## config.mk

```make
export PLATFORM = sky130hd
export DESIGN_NAME = rf_port_scheduler
export DESIGN_NICKNAME = d
export VERILOG_FILES = /design/src/rtl/rf_ctrl_pkg.sv /design/src/rtl/rr_arbiter.sv /design/src/rtl/rf_port_scheduler.sv
export SDC_FILE = /design/constraint.sdc
export NUM_CORES = 1
export LEC_CHECK = 0
export ABC_AREA = 1
export CORE_MARGIN = 1
export CORE_UTILIZATION = 27
export DETAILED_ROUTE_END_ITERATION = 8
export GPL_TIMING_DRIVEN = 0
export HOLD_SLACK_MARGIN = 0.12
export PLACE_DENSITY = 0.88
export SETUP_SLACK_MARGIN = 0.02
export SKIP_LAST_GASP = 1
export SYNTH_ARGS = -nofsm -noshare
export SYNTH_HDL_FRONTEND = slang
export SYNTH_SLANG_ARGS = --single-unit
```

## constraint.sdc

```tcl
create_clock -name CLK -period 5.53 [get_ports CLK]
set_input_delay 1.106 -clock CLK [delete_from_list [all_inputs] [get_ports CLK]]
set_output_delay 1.106 -clock CLK [all_outputs]
set_load 0.01 [all_outputs]
```

## src/rtl/rf_ctrl_pkg.sv

```systemverilog
// Shared widths and helpers for the register-file port scheduler.
// The 8x16 register file geometry lives here so every block agrees on it.
package rf_ctrl_pkg;

   localparam int RF_DATA_W  = 16;
   localparam int RF_ADDR_W  = 3;
   localparam int RF_DEPTH   = 8;
   localparam int RF_MAX_REQ = 4;

   typedef logic [RF_DATA_W-1:0] rf_data_t;
   typedef logic [RF_ADDR_W-1:0] rf_addr_t;

   // Index of the set bit in a one-hot (or all-zero) grant vector.
   function automatic logic [1:0] onehot2idx(input logic [RF_MAX_REQ-1:0] oh);
      logic [1:0] idx;
      idx = '0;
      for (int i = 0; i < RF_MAX_REQ; i++) begin
         if (oh[i]) begin
            idx = idx | 2'(i);
         end
      end
      return idx;
   endfunction

endpackage

```

## src/rtl/rr_arbiter.sv

```systemverilog
// Combinational round-robin arbiter: grants the first requester at or after
// ptr, wrapping to the lowest index when nobody above ptr is asking.
module rr_arbiter #(
   parameter int N     = 2,
   parameter int PTR_W = (N > 1) ? $clog2(N) : 1
) (
   input  logic [N-1:0]     req,
   input  logic [PTR_W-1:0] ptr,
   output logic [N-1:0]     gnt
);

   logic [N-1:0] upper;
   logic         found;

   // Two passes: requesters at/above the pointer first, then the wrapped set.
   always_comb begin
      upper = '0;
      gnt   = '0;
      found = 1'b0;
      for (int i = 0; i < N; i++) begin
         upper[i] = req[i] && (i >= int'(ptr));
      end
      for (int i = 0; i < N; i++) begin
         if (!found && upper[i]) begin
            gnt[i] = 1'b1;
            found  = 1'b1;
         end
      end
      for (int i = 0; i < N; i++) begin
         if (!found && req[i]) begin
            gnt[i] = 1'b1;
            found  = 1'b1;
         end
      end
   end

endmodule

```

## src/rtl/rf_port_scheduler.sv

```systemverilog
// Shares the register file's write port and A/B read pair among NUM_REQ clients.
// Optional macro RF_FWD_EN: forward same-cycle write data instead of stalling the read.
module rf_port_scheduler
   import rf_ctrl_pkg::*;
#(
   parameter int NUM_REQ = 2,
   parameter int ID_W    = 2
) (
   input  logic                           CLK,
   input  logic                           reset,
   input  logic [NUM_REQ-1:0]             wr_req,
   input  logic [RF_ADDR_W*NUM_REQ-1:0]   wr_reg,
   input  logic [RF_DATA_W*NUM_REQ-1:0]   wr_data,
   output logic [NUM_REQ-1:0]             wr_gnt,
   input  logic [NUM_REQ-1:0]             rd_req,
   input  logic [RF_ADDR_W*NUM_REQ-1:0]   rd_regA,
   input  logic [RF_ADDR_W*NUM_REQ-1:0]   rd_regB,
   output logic [NUM_REQ-1:0]             rd_gnt,
   output logic                           rd_valid,
   output logic [ID_W-1:0]                rd_id,
   output logic [RF_DATA_W-1:0]           rd_dataA,
   output logic [RF_DATA_W-1:0]           rd_dataB,
   output logic                           RFwrite,
   output logic [RF_ADDR_W-1:0]           regW,
   output logic [RF_DATA_W-1:0]           dataW,
   output logic [RF_ADDR_W-1:0]           regA,
   output logic [RF_ADDR_W-1:0]           regB,
   input  logic [RF_DATA_W-1:0]           dataA,
   input  logic [RF_DATA_W-1:0]           dataB
);

   localparam int PTR_W = $clog2(NUM_REQ);

   logic [PTR_W-1:0]   wr_ptr;
   logic [PTR_W-1:0]   wr_ptr_nxt;
   logic [PTR_W-1:0]   rd_ptr;
   logic [PTR_W-1:0]   rd_ptr_nxt;
   logic [NUM_REQ-1:0] wr_arb_gnt;
   logic [NUM_REQ-1:0] rd_arb_gnt;
   logic [NUM_REQ-1:0] rd_cand;

   rr_arbiter #(.N(NUM_REQ), .PTR_W(PTR_W)) u_wr_arb (
      .req (wr_req),
      .ptr (wr_ptr),
      .gnt (wr_arb_gnt)
   );

   // Grants are suppressed while reset is held so nothing reaches the file.
   assign wr_gnt  = reset ? {NUM_REQ{1'b0}} : wr_arb_gnt;
   assign RFwrite = |wr_gnt;

   always_comb begin
      regW       = '0;
      dataW      = '0;
      wr_ptr_nxt = wr_ptr;
      for (int i = 0; i < NUM_REQ; i++) begin
         if (wr_gnt[i]) begin
            regW       = wr_reg[RF_ADDR_W*i +: RF_ADDR_W];
            dataW      = wr_data[RF_DATA_W*i +: RF_DATA_W];
            wr_ptr_nxt = (i == NUM_REQ-1) ? '0 : PTR_W'(i+1);
         end
      end
   end

`ifdef RF_FWD_EN
   assign rd_cand = rd_req;
`else
   logic [NUM_REQ-1:0] rd_hazard;

   // A read touching the register being written this cycle would see stale
   // data, so it sits out and the arbiter picks among the others.
   always_comb begin
      rd_hazard = '0;
      for (int i = 0; i < NUM_REQ; i++) begin
         rd_hazard[i] = RFwrite &&
                        ((rd_regA[RF_ADDR_W*i +: RF_ADDR_W] == regW) ||
                         (rd_regB[RF_ADDR_W*i +: RF_ADDR_W] == regW));
      end
   end

   assign rd_cand = rd_req & ~rd_hazard;
`endif

   rr_arbiter #(.N(NUM_REQ), .PTR_W(PTR_W)) u_rd_arb (
      .req (rd_cand),
      .ptr (rd_ptr),
      .gnt (rd_arb_gnt)
   );

   assign rd_gnt = reset ? {NUM_REQ{1'b0}} : rd_arb_gnt;

   always_comb begin
      regA       = '0;
      regB       = '0;
      rd_ptr_nxt = rd_ptr;
      for (int i = 0; i < NUM_REQ; i++) begin
         if (rd_gnt[i]) begin
            regA       = rd_regA[RF_ADDR_W*i +: RF_ADDR_W];
            regB       = rd_regB[RF_ADDR_W*i +: RF_ADDR_W];
            rd_ptr_nxt = (i == NUM_REQ-1) ? '0 : PTR_W'(i+1);
         end
      end
   end

   // Pointers advance past the served client; the return tag tracks the file's
   // one-cycle registered read.
   always_ff @(posedge CLK or posedge reset) begin
      if (reset) begin
         wr_ptr   <= '0;
         rd_ptr   <= '0;
         rd_valid <= 1'b0;
         rd_id    <= '0;
      end else begin
         wr_ptr   <= wr_ptr_nxt;
         rd_ptr   <= rd_ptr_nxt;
         rd_valid <= |rd_gnt;
         if (|rd_gnt) begin
            rd_id <= ID_W'(onehot2idx(RF_MAX_REQ'(rd_gnt)));
         end
      end
   end

`ifdef RF_FWD_EN
   logic     hit_a;
   logic     hit_b;
   logic     fwd_a;
   logic     fwd_b;
   rf_data_t fwd_data;

   assign hit_a = RFwrite && (regA == regW);
   assign hit_b = RFwrite && (regB == regW);

   // The file returns the pre-write value on a same-cycle hit, so the
   // written word is captured and substituted on the affected operand.
   always_ff @(posedge CLK or posedge reset) begin
      if (reset) begin
         fwd_a    <= 1'b0;
         fwd_b    <= 1'b0;
         fwd_data <= '0;
      end else begin
         fwd_a <= (|rd_gnt) && hit_a;
         fwd_b <= (|rd_gnt) && hit_b;
         if (RFwrite) begin
            fwd_data <= dataW;
         end
      end
   end

   assign rd_dataA = fwd_a ? fwd_data : dataA;
   assign rd_dataB = fwd_b ? fwd_data : dataB;
`else
   assign rd_dataA = dataA;
   assign rd_dataB = dataB;
`endif

endmodule
```

==> out/results.tsv <==
metric	value	unit
Die Wd	66.4	microns
RePlAce Congestion	0.853	
CTS max path bufs	2	
CTS root buf	clkbuf_8	
H-tree depth	1	
Final TNS setup	0	ns
Core Region	4000	sq um
peak supply drop	111	uV
initial antenna violation count	0	
clock slew at reported path FFs	0.03	ns
CTS tree	done	
Layout area overhead	116	%
reg2reg end	rd_id[0]$_DFFE_PP0P_	
# IOs	153	
Max Cap Viol	0	
vias in the first global route	1348	
CP startpoint kind	input pin	
detailed-route via count	1536	
Synth Cell Area	1120	sq um
Place WS	0.878	ns
clk sinks	4	
RSZ-0062 raised after global routing	false	
GRT Resource Usage Total	0.177	
final period utilization	0.843	
status	complete, no violations	
DR iter-0 viols	53	
row count	23	
Fillers	370	
first-pass GRT wire length	6020	microns
Power, Total	310	uW
Final Core Density	0.604	
fin. max-slew vios	0	
Design Area, Final	2420	sq um
Leak	0.00110	uW
Worst Path Required	4.42	ns
launch point of the worst reg-to-reg path	wr_ptr$_DFFE_PP0P_	
Final WS setup	0.869	ns
WS Path Type	input pin to output port	
DRT antenna net count	0	
largest net degree at the start of global routing	11	
crit path to	regB[2]	
fin nets	373	
ANT cells	0	
Final Setup Violations	0	
synth top area cells	buf_4 (22%), nand2_1 (13%), a22o_1 (13%)	
cells on worst reg2reg path	12	
post-synth top area share	0.221	
synthesized flop and latch total	4	
HP Class	register to register	
Setup crit end kind	output port	
postcts setup bufs	0	
commonest non-fill, non-tap cell in the layout	clkdlybuf4s50_1	
Syn Nets	249	
Die ar.	4410	sq um
Resized cells post-CTS	0	
1st-pass router iterations	4	
fin crit period	4.66	ns
CP arrival	3.55	ns
Total Wirelength	4180	microns
Worst-Skew Late Latency	0.22	ns
Placement Cell Area	2370	sq um
CP max FO	10	
Synth Area per Inst	6.96	sq um
Synth area leader	buf_4	
Final Hold Vio Count	0	
Wirelength per Cell	12.5	microns
Congestion Overflow GR	0	
CTS buffer count	3	
Pwr Density	128	nW/um^2
register area share after synthesis	0.0893	
hpwl dp	3620	microns
PortBufs	119	
critical path startpoint	reset	
reg-to-reg slack, setup	3.76	ns
Fin Clk Skew	0.00422	ns
most frequent cells in the layout	clkdlybuf4s50_1 (119), nand2_1 (38), buf_4 (33)	
post-route DRC violation count	0	
share of cells above drive strength 1	0.223	
Initial Util	0.280	
DIE HEIGHT	66.4	microns
vias per inst	4.61	
Syn. warnings	0	
hold buffers post-CTS	0	
Yosys cell types	21	
Achievable Freq	215	MHz
Post-Synthesis Cells	161	
[cell usage after synthesis]
cell type   n
nand2_1    38
buf_4      33
nand3_1    18
a22o_1     16
nand3b_1   10
inv_1       8
nand2_2     5
nand2_4     5
nand3_2     5
dfrtp_1     4
inv_2       3
nand3_4     3
nand4_2     3
clkinv_1    2
nor2_4      2
buf_1       1
clkbuf_1    1
conb_1      1
nor2_1      1
nor2_2      1
o21ai_0     1
[worst max-delay path: stages]
cell             delay (ns)
clkdlybuf4s50_1        0.53
inv_2                  0.24
nand4_2                0.24
nand2_4                0.17
nand2_1                0.07
nand2_1                0.06
inv_1                  0.04
nand3_1                0.05
nand2_1                0.06
nand2_2                0.07
nand3_2                0.09
inv_2                  0.14
nand3_1                0.09
nand2_1                0.08
clkdlybuf4s50_1        0.54
[sequential cells by signal, indices dropped and copies added (netlist names)]
signal and cells:
rd_id 1, rd_ptr 1, rd_valid 1, wr_ptr 1
[power breakdown]
group	switching [uW]	total [uW]	internal (uW)
combinational	86.2	212	126
clock	14.8	61.1	46.4
sequential	2.37	36.9	34.5
[final cells by class]
type / instances / area, sq um / area share
buffer: 35 / 255 / 0.106
sequential: 4 / 100 / 0.0414
timing repair buffer: 119 / 1190 / 0.493
tap: 50 / 62.6 / 0.0259
inverter: 13 / 48.8 / 0.0202
multi-input combinational: 109 / 717 / 0.297
clock buffer: 3 / 41.3 / 0.0171
[cell families after synthesis]
kind of cell | share of synthesized area
flops | 0.0893
compound gates | 0.129
simple gates | 0.507
other cells | 0.00335
buf+inv | 0.271
[per-stage QoR]
step	instances	hold slack [ns]
after floorplan	161	0.505
after global placement	330	0.459
after detailed placement	330	0.471
after CTS	333	0.479
after global routing	333	0.488
final	333	0.470
[layer usage]
metal	share of wire	global-route usage	vias up	wire, microns
met3	0.10	0.0362	2	428
met5	0	0	-	0
met2	0.54	0.352	101	2250
li1	-	-	757	-
met1	0.35	0.189	676	1470
met4	0.0045	0.0319	0	19
[worst min-delay path by stage]
stage	start	endpoint	slack [ns]	depth (start not counted)
3_3_place_gp	rd_id[0]$_DFFE_PP0P_	rd_id[0]$_DFFE_PP0P_	0.46	2
4_1_cts	rd_id[0]$_DFFE_PP0P_	rd_id[0]$_DFFE_PP0P_	0.48	2
3_5_place_dp	rd_id[0]$_DFFE_PP0P_	rd_id[0]$_DFFE_PP0P_	0.47	2
6_report	rd_id[0]$_DFFE_PP0P_	rd_id[0]$_DFFE_PP0P_	0.47	2
2_1_floorplan	rd_id[0]$_DFFE_PP0P_	rd_id[0]$_DFFE_PP0P_	0.50	2
5_1_grt	rd_id[0]$_DFFE_PP0P_	rd_id[0]$_DFFE_PP0P_	0.49	2
Note: power is estimated with default switching activity, not from simulation.
